$ cat src/rtl/shared_unit_arbiter.sv
// Round-robin arbiter sharing one fixed-latency a/b/c -> d compute unit among NUM_REQ requesters.
// Each requester has at most one op in flight; its result lands in a one-entry response buffer.
module shared_unit_arbiter #(
  parameter int unsigned NUM_REQ   = 4,
  parameter int unsigned WIDTH     = 8,
  parameter int unsigned LATENCY   = 2,
  parameter int unsigned B_DEFAULT = 0,
  parameter int unsigned C_DEFAULT = 1
) (
  input  logic                     i_clk,
  input  logic                     i_rst_n,
  input  logic [NUM_REQ-1:0]       i_req_valid,
  output logic [NUM_REQ-1:0]       o_req_ready,
  input  logic [NUM_REQ*WIDTH-1:0] i_req_a,
  input  logic [NUM_REQ*WIDTH-1:0] i_req_b,
  input  logic [NUM_REQ*WIDTH-1:0] i_req_c,
  input  logic [NUM_REQ-1:0]       i_req_dflt,
  output logic                     o_unit_valid,
  output logic [WIDTH-1:0]         o_unit_a,
  output logic [WIDTH-1:0]         o_unit_b,
  output logic [WIDTH-1:0]         o_unit_c,
  input  logic [WIDTH-1:0]         i_unit_d,
  output logic [NUM_REQ-1:0]       o_rsp_valid,
  input  logic [NUM_REQ-1:0]       i_rsp_ready,
  output logic [NUM_REQ*WIDTH-1:0] o_rsp_d,
  output logic                     o_busy
);

  localparam int unsigned PtrW = (NUM_REQ > 1) ? $clog2(NUM_REQ) : 1;
  localparam logic [WIDTH-1:0] BDflt = WIDTH'(B_DEFAULT);
  localparam logic [WIDTH-1:0] CDflt = WIDTH'(C_DEFAULT);

  logic [PtrW-1:0]    ptr_q, ptr_d;
  logic [NUM_REQ-1:0] pending_q, pending_d;
  logic [NUM_REQ-1:0] elig;
  logic [NUM_REQ-1:0] grant;
  logic [PtrW-1:0]    grant_idx;
  logic               accept;

  logic [WIDTH-1:0]   sel_a, sel_b, sel_c;

  logic               unit_valid_q;
  logic [WIDTH-1:0]   unit_a_q, unit_b_q, unit_c_q;
  logic [NUM_REQ-1:0] issue_oh_q;

  logic [LATENCY-1:0] tag_vld_q;
  logic [NUM_REQ-1:0] tag_oh_q [LATENCY];
  logic [NUM_REQ-1:0] capture;

  logic [NUM_REQ-1:0] rsp_valid_q;
  logic [WIDTH-1:0]   rsp_d_q [NUM_REQ];
  logic [NUM_REQ-1:0] rsp_hs;

  assign elig   = i_req_valid & ~pending_q;
  assign rsp_hs = rsp_valid_q & i_rsp_ready;

  // First eligible requester searching from ptr upward, wrapping.
  always_comb begin
    grant     = '0;
    grant_idx = '0;
    for (int unsigned i = 0; i < NUM_REQ; i++) begin
      int unsigned cand;
      cand = (32'(ptr_q) + i) % NUM_REQ;
      if (grant == '0 && elig[cand]) begin
        grant[cand] = 1'b1;
        grant_idx   = PtrW'(cand);
      end
    end
  end

  assign accept      = |grant;
  assign o_req_ready = grant;

  always_comb begin
    ptr_d = ptr_q;
    if (accept) begin
      ptr_d = (grant_idx == PtrW'(NUM_REQ - 1)) ? '0 : grant_idx + 1'b1;
    end
  end

  assign pending_d = (pending_q | grant) & ~rsp_hs;

  // Operand mux driven by the one-hot grant; defaults replace b/c when flagged.
  always_comb begin
    sel_a = '0;
    sel_b = '0;
    sel_c = '0;
    for (int unsigned k = 0; k < NUM_REQ; k++) begin
      if (grant[k]) begin
        sel_a = i_req_a[k*WIDTH +: WIDTH];
        sel_b = i_req_dflt[k] ? BDflt : i_req_b[k*WIDTH +: WIDTH];
        sel_c = i_req_dflt[k] ? CDflt : i_req_c[k*WIDTH +: WIDTH];
      end
    end
  end

  always_ff @(posedge i_clk or negedge i_rst_n) begin
    if (!i_rst_n) begin
      ptr_q     <= '0;
      pending_q <= '0;
    end else begin
      ptr_q     <= ptr_d;
      pending_q <= pending_d;
    end
  end

  always_ff @(posedge i_clk or negedge i_rst_n) begin
    if (!i_rst_n) begin
      unit_valid_q <= 1'b0;
      unit_a_q     <= '0;
      unit_b_q     <= '0;
      unit_c_q     <= '0;
      issue_oh_q   <= '0;
    end else begin
      unit_valid_q <= accept;
      issue_oh_q   <= grant;
      if (accept) begin
        unit_a_q <= sel_a;
        unit_b_q <= sel_b;
        unit_c_q <= sel_c;
      end
    end
  end

  assign o_unit_valid = unit_valid_q;
  assign o_unit_a     = unit_a_q;
  assign o_unit_b     = unit_b_q;
  assign o_unit_c     = unit_c_q;

  // Tag stage i holds the op issued i+1 cycles ago; the last stage lines up with i_unit_d.
  always_ff @(posedge i_clk or negedge i_rst_n) begin
    if (!i_rst_n) begin
      tag_vld_q <= '0;
      for (int unsigned i = 0; i < LATENCY; i++) begin
        tag_oh_q[i] <= '0;
      end
    end else begin
      tag_vld_q[0] <= unit_valid_q;
      tag_oh_q[0]  <= issue_oh_q;
      for (int unsigned i = 1; i < LATENCY; i++) begin
        tag_vld_q[i] <= tag_vld_q[i-1];
        tag_oh_q[i]  <= tag_oh_q[i-1];
      end
    end
  end

  assign capture = tag_vld_q[LATENCY-1] ? tag_oh_q[LATENCY-1] : '0;

  always_ff @(posedge i_clk or negedge i_rst_n) begin
    if (!i_rst_n) begin
      rsp_valid_q <= '0;
      for (int unsigned k = 0; k < NUM_REQ; k++) begin
        rsp_d_q[k] <= '0;
      end
    end else begin
      for (int unsigned k = 0; k < NUM_REQ; k++) begin
        if (capture[k]) begin
          rsp_valid_q[k] <= 1'b1;
          rsp_d_q[k]     <= i_unit_d;
        end else if (rsp_hs[k]) begin
          rsp_valid_q[k] <= 1'b0;
        end
      end
    end
  end

  always_comb begin
    o_rsp_d = '0;
    for (int unsigned k = 0; k < NUM_REQ; k++) begin
      o_rsp_d[k*WIDTH +: WIDTH] = rsp_d_q[k];
    end
  end

  assign o_rsp_valid = rsp_valid_q;
  assign o_busy      = |pending_q;

endmodule

$ cat config.mk
export PLATFORM = sky130hd
export DESIGN_NAME = shared_unit_arbiter
export DESIGN_NICKNAME = d
export VERILOG_FILES = /design/src/rtl/shared_unit_arbiter.sv
export SDC_FILE = /design/constraint.sdc
export NUM_CORES = 1
export LEC_CHECK = 0
export ABC_CLOCK_PERIOD_IN_PS = 5780
export CELL_PAD_IN_SITES_DETAIL_PLACEMENT = 2
export CELL_PAD_IN_SITES_GLOBAL_PLACEMENT = 2
export CORE_MARGIN = 4
export CORE_UTILIZATION = 28
export CTS_BUF_LIST = sky130_fd_sc_hd__clkbuf_4
export CTS_CLUSTER_DIAMETER = 60
export DETAILED_ROUTE_END_ITERATION = 8
export PLACE_DENSITY = 0.88
export SETUP_SLACK_MARGIN = 0.05
export SYNTH_ARGS = -nofsm -noshare
export SYNTH_HDL_FRONTEND = slang
export SYNTH_SLANG_ARGS = --single-unit
$ cat constraint.sdc
create_clock -name i_clk -period 5.78 [get_ports i_clk]
set_input_delay 0.867 -clock i_clk [delete_from_list [all_inputs] [get_ports i_clk]]
set_output_delay 0.867 -clock i_clk [all_outputs]
set_load 0.02 [all_outputs]
==> impl_metrics.csv, run 1 <==
group,metric,value,unit
run_status,status,"finished clean",
sta,final.setup_skew,18.6,ps
worst_setup_path,cp_max_fo,17,
sta,fmaxAchievable,0.188,GHz
placed_design,port_buffers,183,
clock_network,worstSkewPairLatency,440,ps
sta,period_minus_slack,5310,ps
placed_design,gp_congestion,0.805,
clock_network,post_cts_resize_count,0,
grt,busiest_layer,"met2",
worst_setup_path,cp.arrival,4440,ps
synthesis,synth-xor-area-share,0.210,%
routing,antenna_left,0,
min_path,min_path_cells,0,
grt,antenna_found_initial,1,
clock_network,clk_pin_slew,120,ps
routing,avgViaCountPerCell,5.27,
cells_and_area,drive_above_1_share,13.2,%
power,report.power.total,4.37,mW
grt,grtUsageMet2,33.6,%
floorplanning,die_area,16900,sq um
floorplanning,ios,184,
placed_design,dp_hpwl,13100,um
clock_network,postCtsSetupBuffers,0,
synthesis,synth-compound-area-share,20.5,%
clock_network,root_buffer,"clkbuf_4",
clock_network,hold_buffers,0,
sta,slew-limit-headroom,31.9,%
flow_run,cap_violations,0,
synthesis,synth_edf_count,0,
clock_network,cts.path.max_buffers,2,
clock_network,cts_tree,"built",
synthesis,ys_seq_area_share,48.7,%
routing,drcViolationCount,0,
worst_setup_path,crit_required,4910,ps
min_path,hold_class,"reg -> reg",
routing,drt_pass1_iterations,6,
grt,grt_pass1_wl,24800,um
cells_and_area,final_nets,682,
worst_setup_path,critPathMaxStageDelay,650,ps
synthesis,syn_avg_cell_area,11.1,sq um
worst_setup_path,start_kind,"flip-flop",
worst_setup_path,critical_path.cell_chain,"inv_1 -> ha_1 -> nor4b_2 -> nor4_4 -> o211a_1 -> a311oi_2 -> a41oi_2 -> buf_4 -> inv_2 -> clkdlybuf4s50_1",
routing,wl,16400,um
grt,grt_max_degree,82,
grt,use_met1,23.1,%
synthesis,synth_warnings,0,
floorplanning,die_h,130,um
sta,slew_viol_final,0,
floorplanning,num_rows,44,
min_path,whs_endpoint,"tag_oh_q[5]$_DFF_PN0_",
sta,grt_setup_unrepaired,"false",
min_path,holdCritStartpoint,"issue_oh_q[1]$_DFF_PN0_",
synthesis,ys_async_sr_fraction,100,%
clock_network,cts_buffers,9,
power,cellLeakagePower,2.55,nW
synthesis,synth_seq_cells,81,
worst_setup_path,r2r_slack,1080,ps
synthesis,synthCells,375,
worst_setup_path,timing.rr.start,"ptr_q[0]$_DFFE_PN0P_",
synthesis,synth_mux_area_share,11.2,%
sta,setup_viol,0,
worst_setup_path,r2r_end,"o_unit_b[7]$_DFFE_PN0P_",
cells_and_area,syn2layout_area_growth,51.0,%
grt,grt_usage,19.2,%
routing,drt_iter0_markers,117,
grt,grt_pass1_vias,4414,
floorplanning,core,14500,sq um
clock_network,clock-sinks,81,
grt,grt_overflow,0,
worst_setup_path,critical_path.startpoint,"ptr_q[0]$_DFFE_PN0P_",
worst_setup_path,end_kind,"primary output",
synthesis,ys_types,59,
synthesis,synth_adder_area_share,2.10,%
synthesis,netlist_area,4160,sq um
worst_setup_path,critical_path_class,"reg -> out",
sta,hold_viol_final,0,
clock_network,cts.htree.levels,3,
worst_setup_path,r2r_cells,13,
grt,use_met3,5.08,%
synthesis,synth_top_family_by_area,"compound AO/OA/AOI/OAI gates",
synthesis,yosys_most_used_dff,"dfrtp_1",
floorplanning,initial_utilization,28.6,%
power,ir_drop,0.306,mV
worst_setup_path,crit_slowest_cell,"clkdlybuf4s50_1",
routing,wl_per_cell,22.0,um
synthesis,synthSimpleGateAreaFrac,13.3,%
synthesis,synth_nets,500,
routing,vias,3935,
sta,tightest_slew,1020,ps
sta,fin_setup_tns,0,ps
floorplanning,die_w,130,um
power,power_density,696,nW/um^2
sta,period_share,91.8,%
-- kinds of logic after synthesis --
kind of cell,Yosys count
buffers and inverters,34
multiplexers,37
AO/OA/AOI/OAI,117
flip-flops,81
AND/OR/NAND/NOR,98
adder cells (fa/ha/maj),7
XOR/XNOR,1
-- state kept, by name (all words and copies together), names as in the netlist --
register	count
o_rsp_d	32
o_rsp_valid	4
issue_oh_q	4
o_unit_a	8
tag_oh_q	8
tag_vld_q	2
pending_q	4
o_unit_c	8
ptr_q	2
o_unit_valid	1
o_unit_b	8
-- layout make-up --
cell class | count | area, sq um
repair buffers | 187 | 1860
flip-flops and latches | 81 | 2030
well taps | 184 | 230
multi-input cells | 260 | 1970
diodes | 1 | 2.50
inverters | 18 | 67.6
fillers | 1524 | 8250
clock inverters | 6 | 60.1
clock buffers | 9 | 67.6
-- cells in the mapped netlist (all sizes together) (6+ instances only) --
| library cell | instances | area [sq um] |
|---|---|---|
| a21oi | 34 | 181 |
| a221o | 9 | 90.1 |
| a221oi | 13 | 114 |
| a22o | 11 | 96.3 |
| a22oi | 11 | 82.6 |
| buf | 10 | 75.1 |
| clkbuf | 6 | 22.5 |
| dfrtp | 81 | 2030 |
| ha | 7 | 87.6 |
| inv | 18 | 67.6 |
| mux2 | 33 | 375 |
| nand2 | 11 | 41.3 |
| nand3 | 6 | 30.0 |
| nor2 | 32 | 120 |
| nor2b | 9 | 63.8 |
| nor3 | 13 | 70.1 |
| o21ai | 18 | 90.1 |
-- power by group --
part	total [mW]	switching [mW]	internal (mW)
clock	0.326	0.199	0.127
sequential	1.06	0.193	0.871
combinational	2.98	1.71	1.27
total	4.37	2.10	2.27
-- how the worst max path moves through the flow --
stage | depth (start not counted) | to | slack [ps]
floorplan | 11 | o_req_ready[3] | 1730
global placement | 8 | o_req_ready[0] | 1110
detailed placement | 9 | o_req_ready[0] | 930
CTS | 10 | o_req_ready[2] | 460
global route | 9 | o_req_ready[0] | 130
finish | 10 | o_req_ready[2] | 470
-- per-layer routing --
layer / vias up / part of all wire (%)
li1: 1780 / -
met5: - / 0
met1: 1975 / 41
met4: 0 / 1.8
met2: 155 / 50
met3: 25 / 6.8
-- per-stage QoR --
step,hold WS [ps],utilization (%),area [sq um],setup slack (ps),cells
finish,349,43.2,6280,473,746
global route,364,43.2,6280,131,746
CTS,354,43.2,6280,462,745
detailed placement,336,42.3,6150,934,730
global placement,332,42.3,6150,1110,730
floorplan,331,-,4160,1730,375
-- critical path, delay by kind of cell (launching register included) --
family                     cells  cell delay, ps
buffers and inverters          4            1360
DFF                            1             630
AOI/OAI and AO/OA              3             840
adders and majority gates      1             480
and+or+nand+nor                2             680
-- layout by cell type (no fill, tap or decap), drive strengths merged, types with 11 or more instances in the layout --
cell type	n
a22o	11
nor3	13
o21ai	18
inv	18
a21oi	34
mux2	33
a221oi	13
a22oi	11
nand2	11
clkdlybuf4s50	182
nor2	32
dfrtp	81
No activity file was read; power rests on OpenSTA's default activity.
==> run 2: changes to the inputs <==
Settings changed: CORE_MARGIN 4 to 2.
==> run 2 against run 1 <==
Register-to-register slack better by 50 ps. Routed wire length down 1.1%. Sequential power about the same. Critical path depth down 1. First-iteration DRC count up 15%. Combinational power about the same. Setup slack worse by 32 ps. Core utilization down 0.069 points. Non-clock buffer count unchanged. Final cell count unchanged. Hold slack worse by 9.9 ps. Power down 0.93%.
==> impl_metrics.csv, run 2 (synthesized netlist as in run 1, its figures left out) <==
group,metric,value,unit
run_status,status,"finished clean",
sta,hold_viol_final,0,
sta,period_share,92.4,%
routing,antenna_left,0,
power,intPower,2.23,mW
power,comb_power_share,68.4,%
power,ir_drop,0.233,mV
worst_setup_path,crit_required,4910,ps
cells_and_area,layout.cells.non_filler,746,
worst_setup_path,cp_max_fo,12,
power,p_sw,2.10,mW
min_path,whs_endpoint,"tag_oh_q[2]$_DFF_PN0_",
grt,grt_max_degree,82,
routing,drcViolationCount,0,
floorplanning,die_h,126,um
cells_and_area,largest_reg_flops,32,
worst_setup_path,cp.arrival,4470,ps
power,seqPwrFrac,24.6,%
sta,slew_viol_final,0,
floorplanning,initial_utilization,28.6,%
floorplanning,core,14500,sq um
clock_network,hold_buffers,0,
sta,fin_setup_tns,0,ps
clock_network,post_cts_resize_count,0,
clock_network,clk_pin_slew,140,ps
floorplanning,ios,184,
placed_design,port_buffers,183,
cells_and_area,syn2layout_area_growth,50.7,%
worst_setup_path,timing.rr.start,"ptr_q[0]$_DFFE_PN0P_",
routing,drt_pass1_iterations,6,
worst_setup_path,end_kind,"primary output",
cells_and_area,antenna_cells,0,
power,cellLeakagePower,2.53,nW
cells_and_area,drive_above_1_share,13.3,%
worst_setup_path,start_kind,"flip-flop",
power,switching_share,48.5,%
grt,grt_overflow,0,
grt,grt_usage,20.9,%
clock_network,cts_tree,"built",
sta,tightest_slew,1030,ps
min_path,holdCritStartpoint,"tag_oh_q[6]$_DFF_PN0_",
cells_and_area,mostFrequentLayoutCell,"clkdlybuf4s50_1",
sta,fmaxAchievable,0.187,GHz
placed_design,dp_hpwl,13000,um
power,power_density,691,nW/um^2
clock_network,cts.path.max_buffers,2,
worst_setup_path,r2r_cells,13,
sta,period_minus_slack,5340,ps
routing,wl,16200,um
worst_setup_path,r2r_end,"o_unit_b[4]$_DFFE_PN0P_",
routing,vias,3906,
sta,slew-limit-headroom,31.0,%
clock_network,worstSkewPairLatency,460,ps
min_path,hold_class,"reg -> reg",
grt,antenna_found_initial,0,
cells_and_area,layout_common_cells,"182 x clkdlybuf4s50_1, 81 x dfrtp_1, 33 x a21oi_1",
power,clkPwrFrac,7.1,%
clock_network,cts.htree.levels,3,
clock_network,root_buffer,"clkbuf_4",
routing,drt_iter0_markers,134,
cells_and_area,nFillCells,1573,
placed_design,pre_cts_ws,910,ps
cells_and_area,final_nets,682,
sta,worst_slack,441,ps
min_path,min_path_cells,0,
floorplanning,num_rows,44,
worst_setup_path,r2r_slack,1130,ps
clock_network,clock-sinks,81,
sta,grt_setup_unrepaired,"false",
routing,avgViaCountPerCell,5.24,
cells_and_area,final_core_util,43.2,%
worst_setup_path,critical_path_class,"reg -> out",
placed_design,gp_congestion,0.840,
flow_run,cap_violations,0,
floorplanning,die_w,126,um
placed_design,dpl.cell_count,730,
routing,wl_per_cell,21.8,um
clock_network,cts_buffers,9,
floorplanning,die_area,15900,sq um
grt,grt_pass1_wl,25500,um
clock_network,postCtsSetupBuffers,0,
sta,final.setup_skew,21.1,ps
sta,setup_viol,0,
grt,grt_pass1_vias,4430,
[run 2: worst max-delay path by stage]
stage                              start              to  slack [ps]
floorplan           ptr_q[0]$_DFFE_PN0P_  o_req_ready[3]        1730
global placement          i_req_valid[0]  o_req_ready[0]        1110
detailed placement  ptr_q[0]$_DFFE_PN0P_  o_req_ready[0]         910
CTS                 ptr_q[0]$_DFFE_PN0P_  o_req_ready[0]         380
global route        ptr_q[0]$_DFFE_PN0P_  o_req_ready[0]         140
finish              ptr_q[0]$_DFFE_PN0P_  o_req_ready[0]         440
[run 2: power groups by stage]
stage	combinational, mW	clock (mW)	sequential, mW
final	2.96	0.307	1.06
after global routing	3.23	0.342	1.10
after global placement	2.83	0	1.05
after detailed placement	2.99	0	1.08
after CTS	3.00	0.322	1.07
after floorplan	1.71	0	1.28
[run 2: critical path: stages, from the launching register on]
cell and delay (ps):
dfrtp_1 620, inv_1 290, ha_1 470, nor4b_2 560
nor4_4 110, a211oi_2 380, o311ai_1 270, o31a_1 370
inv_1 260, clkdlybuf4s50_1 670
[run 2: metrics by stage]
stage	cell area (sq um)	hold slack (ps)	total power [mW]
finish	6270	339	4.33
global route	6270	348	4.68
CTS	6270	344	4.39
detailed placement	6150	336	4.07
global placement	6150	333	3.87
floorplan	4160	331	2.99
[run 2: final cells by class]
| type | instances | area [sq um] | share of cell area (%) |
|---|---|---|---|
| multi-input cells | 260 | 1970 | 31.4 |
| inverters | 18 | 67.6 | 1.08 |
| clock inverters | 7 | 52.6 | 0.837 |
| repair buffers | 187 | 1860 | 29.6 |
| clock buffers | 9 | 67.6 | 1.08 |
| flip-flops and latches | 81 | 2030 | 32.3 |
| well taps | 184 | 230 | 3.67 |
[run 2: layer usage]
metal,up-vias,GRT usage [%],wire [um]
met2,154,37.4,8400
li1,1781,-,-
met1,1956,24.5,6540
met3,15,5.56,1070
met5,-,0,0
met4,0,6.01,217
==> run 3: changes to the inputs <==
Settings changed: CORE_UTILIZATION 28 to 42, DONT_BUFFER_PORTS from default to 1, PLACE_DENSITY 0.88 to 0.87.
==> run 3 against run 2 <==
Non-clock buffer count shrank 185. Cell area shrank 30%. Routed wire length shrank 18%. Sequential share of layout area grew 14 points. Combinational power shrank 30%. First-iteration DRC count grew 57%. Register-to-register slack lost 70 ps. Hold slack lost 240 ps. Clock power is essentially flat. Sequential cell count is the same. Final cell count shrank 32%. Critical endpoint is now o_req_ready[3]. Largest cell class unchanged.
==> impl_metrics.csv, run 3 (synthesized netlist as in run 1, its figures left out) <==
group,metric,value,unit
run_status,status,"finished clean",
power,report.power.total,3.74,mW
clock_network,cts_buffers,9,
worst_setup_path,timing.rr.start,"ptr_q[0]$_DFFE_PN0P_",
min_path,hold_class,"in -> async",
grt,busiest_layer,"met2",
power,power_density,856,nW/um^2
routing,wl_per_cell,26.1,um
sta,fmaxAchievable,0.202,GHz
routing,wl,13300,um
placed_design,dpl.cell_count,494,
cells_and_area,final_core_util,45.1,%
sta,fin_setup_tns,0,ps
power,ir_drop,0.594,mV
floorplanning,num_rows,36,
floorplanning,die_area,10700,sq um
worst_setup_path,crit_required,4910,ps
sta,hold_viol_final,0,
sta,period_share,85.6,%
floorplanning,core,9680,sq um
floorplanning,die_h,104,um
worst_setup_path,end_kind,"primary output",
floorplanning,initial_utilization,43.0,%
placed_design,gp_congestion,0.808,
clock_network,hold_buffers,0,
clock_network,clk_pin_slew,140,ps
cells_and_area,syn2layout_area_growth,4.87,%
routing,drt_pass1_iterations,5,
grt,use_met1,28.3,%
cells_and_area,antenna_cells,0,
grt,grt_usage,25.3,%
routing,antenna_left,0,
cells_and_area,mostFrequentLayoutCell,"dfrtp_1",
worst_setup_path,critical_path.startpoint,"ptr_q[0]$_DFFE_PN0P_",
grt,use_met3,8.56,%
cells_and_area,final_nets,497,
worst_setup_path,start_kind,"flip-flop",
grt,grt_overflow,0,
sta,worst_hold_slack,102,ps
clock_network,root_buffer,"clkbuf_4",
grt,grt_max_degree,82,
worst_setup_path,cp_max_fo,26,
grt,grtUsageMet2,45.6,%
sta,slew-limit-headroom,44.3,%
sta,final.setup_skew,20.0,ps
power,cellLeakagePower,1.82,nW
floorplanning,die_w,104,um
clock_network,postCtsSetupBuffers,0,
clock_network,clock-sinks,81,
grt,grt_pass1_vias,3588,
sta,tightest_slew,832,ps
routing,drcViolationCount,0,
cells_and_area,largest_reg_flops,32,
cells_and_area,drive_above_1_share,19.1,%
clock_network,cts.htree.levels,3,
sta,period_minus_slack,4950,ps
floorplanning,ios,184,
cells_and_area,multi_input_area,1970,sq um
routing,avgViaCountPerCell,6.33,
clock_network,worstSkewPairLatency,430,ps
routing,vias,3228,
routing,drt_iter0_markers,210,
grt,antenna_found_initial,0,
grt,grt_pass1_wl,21100,um
cells_and_area,nFillCells,1013,
flow_run,cap_violations,0,
placed_design,dp_hpwl,10100,um
sta,setup_viol,0,
worst_setup_path,critical_path_class,"reg -> out",
sta,grt_setup_unrepaired,"false",
sta,slew_viol_final,0,
clock_network,cts.path.max_buffers,2,
clock_network,cts_tree,"built",
worst_setup_path,cp.arrival,4080,ps
cells_and_area,ff_latch_area,2030,sq um
cells_and_area,layout_common_cells,"81 x dfrtp_1, 33 x a21oi_1, 32 x nor2_1, 32 x mux2_2, 15 x o21ai_0",
clock_network,post_cts_resize_count,0,
cells_and_area,layout.cells.non_filler,510,
placed_design,port_buffers,0,
run 3: final cells by class:
type	instances	area share (%)
sequential	81	46.4
multi-input combinational	260	45.1
tap	133	3.81
clock buffer	9	1.55
inverter	18	1.55
clock inverter	7	1.18
timing repair buffer	2	0.344
run 3: worst max-delay path, stage by stage (launching register included):
cell	delay, ps
dfrtp_1	580
inv_1	270
ha_1	470
and4b_1	310
o41ai_2	500
mux2_4	270
nand4_1	150
and4bb_2	490
a21oi_4	140
inv_2	470
run 3: where the power goes:
group	leakage, nW	switching, mW	internal (mW)	total (mW)
clock	0.0647	0.214	0.0916	0.305
combinational	0.775	1.27	0.799	2.07
sequential	0.978	0.498	0.868	1.37
total	1.82	1.98	1.76	3.74
run 3: worst paths after layout:
| path | endpoint | slack (ps) | cells past startpoint |
|---|---|---|---|
| worst max-delay path | o_req_ready[3] | 830 | 9 |
| worst min register to register | tag_oh_q[6]$_DFF_PN0_ | 370 | 0 |
| max in group asynchronous | o_rsp_d[8]$_DFFE_PN0P_ | 5560 | 0 |
| worst max register to register | o_unit_b[6]$_DFFE_PN0P_ | 1060 | 12 |
| min in group i_clk | tag_oh_q[6]$_DFF_PN0_ | 370 | 0 |
| worst min-delay path | o_rsp_d[3]$_DFFE_PN0P_ | 100 | 0 |
run 3: per-stage QoR:
stage               setup WS (ps)  area (sq um)
floorplan                    1730          4160
global placement             1290          4250
detailed placement           1060          4250
CTS                           781          4370
global route                  510          4370
finish                        833          4370
run 3: layer usage:
| layer | wire, um | share of wire (%) |
|---|---|---|
| met1 | 4990 | 38 |
| met2 | 6890 | 52 |
| met3 | 1090 | 8.2 |
| met4 | 320 | 2.4 |
| met5 | 0 | 0 |
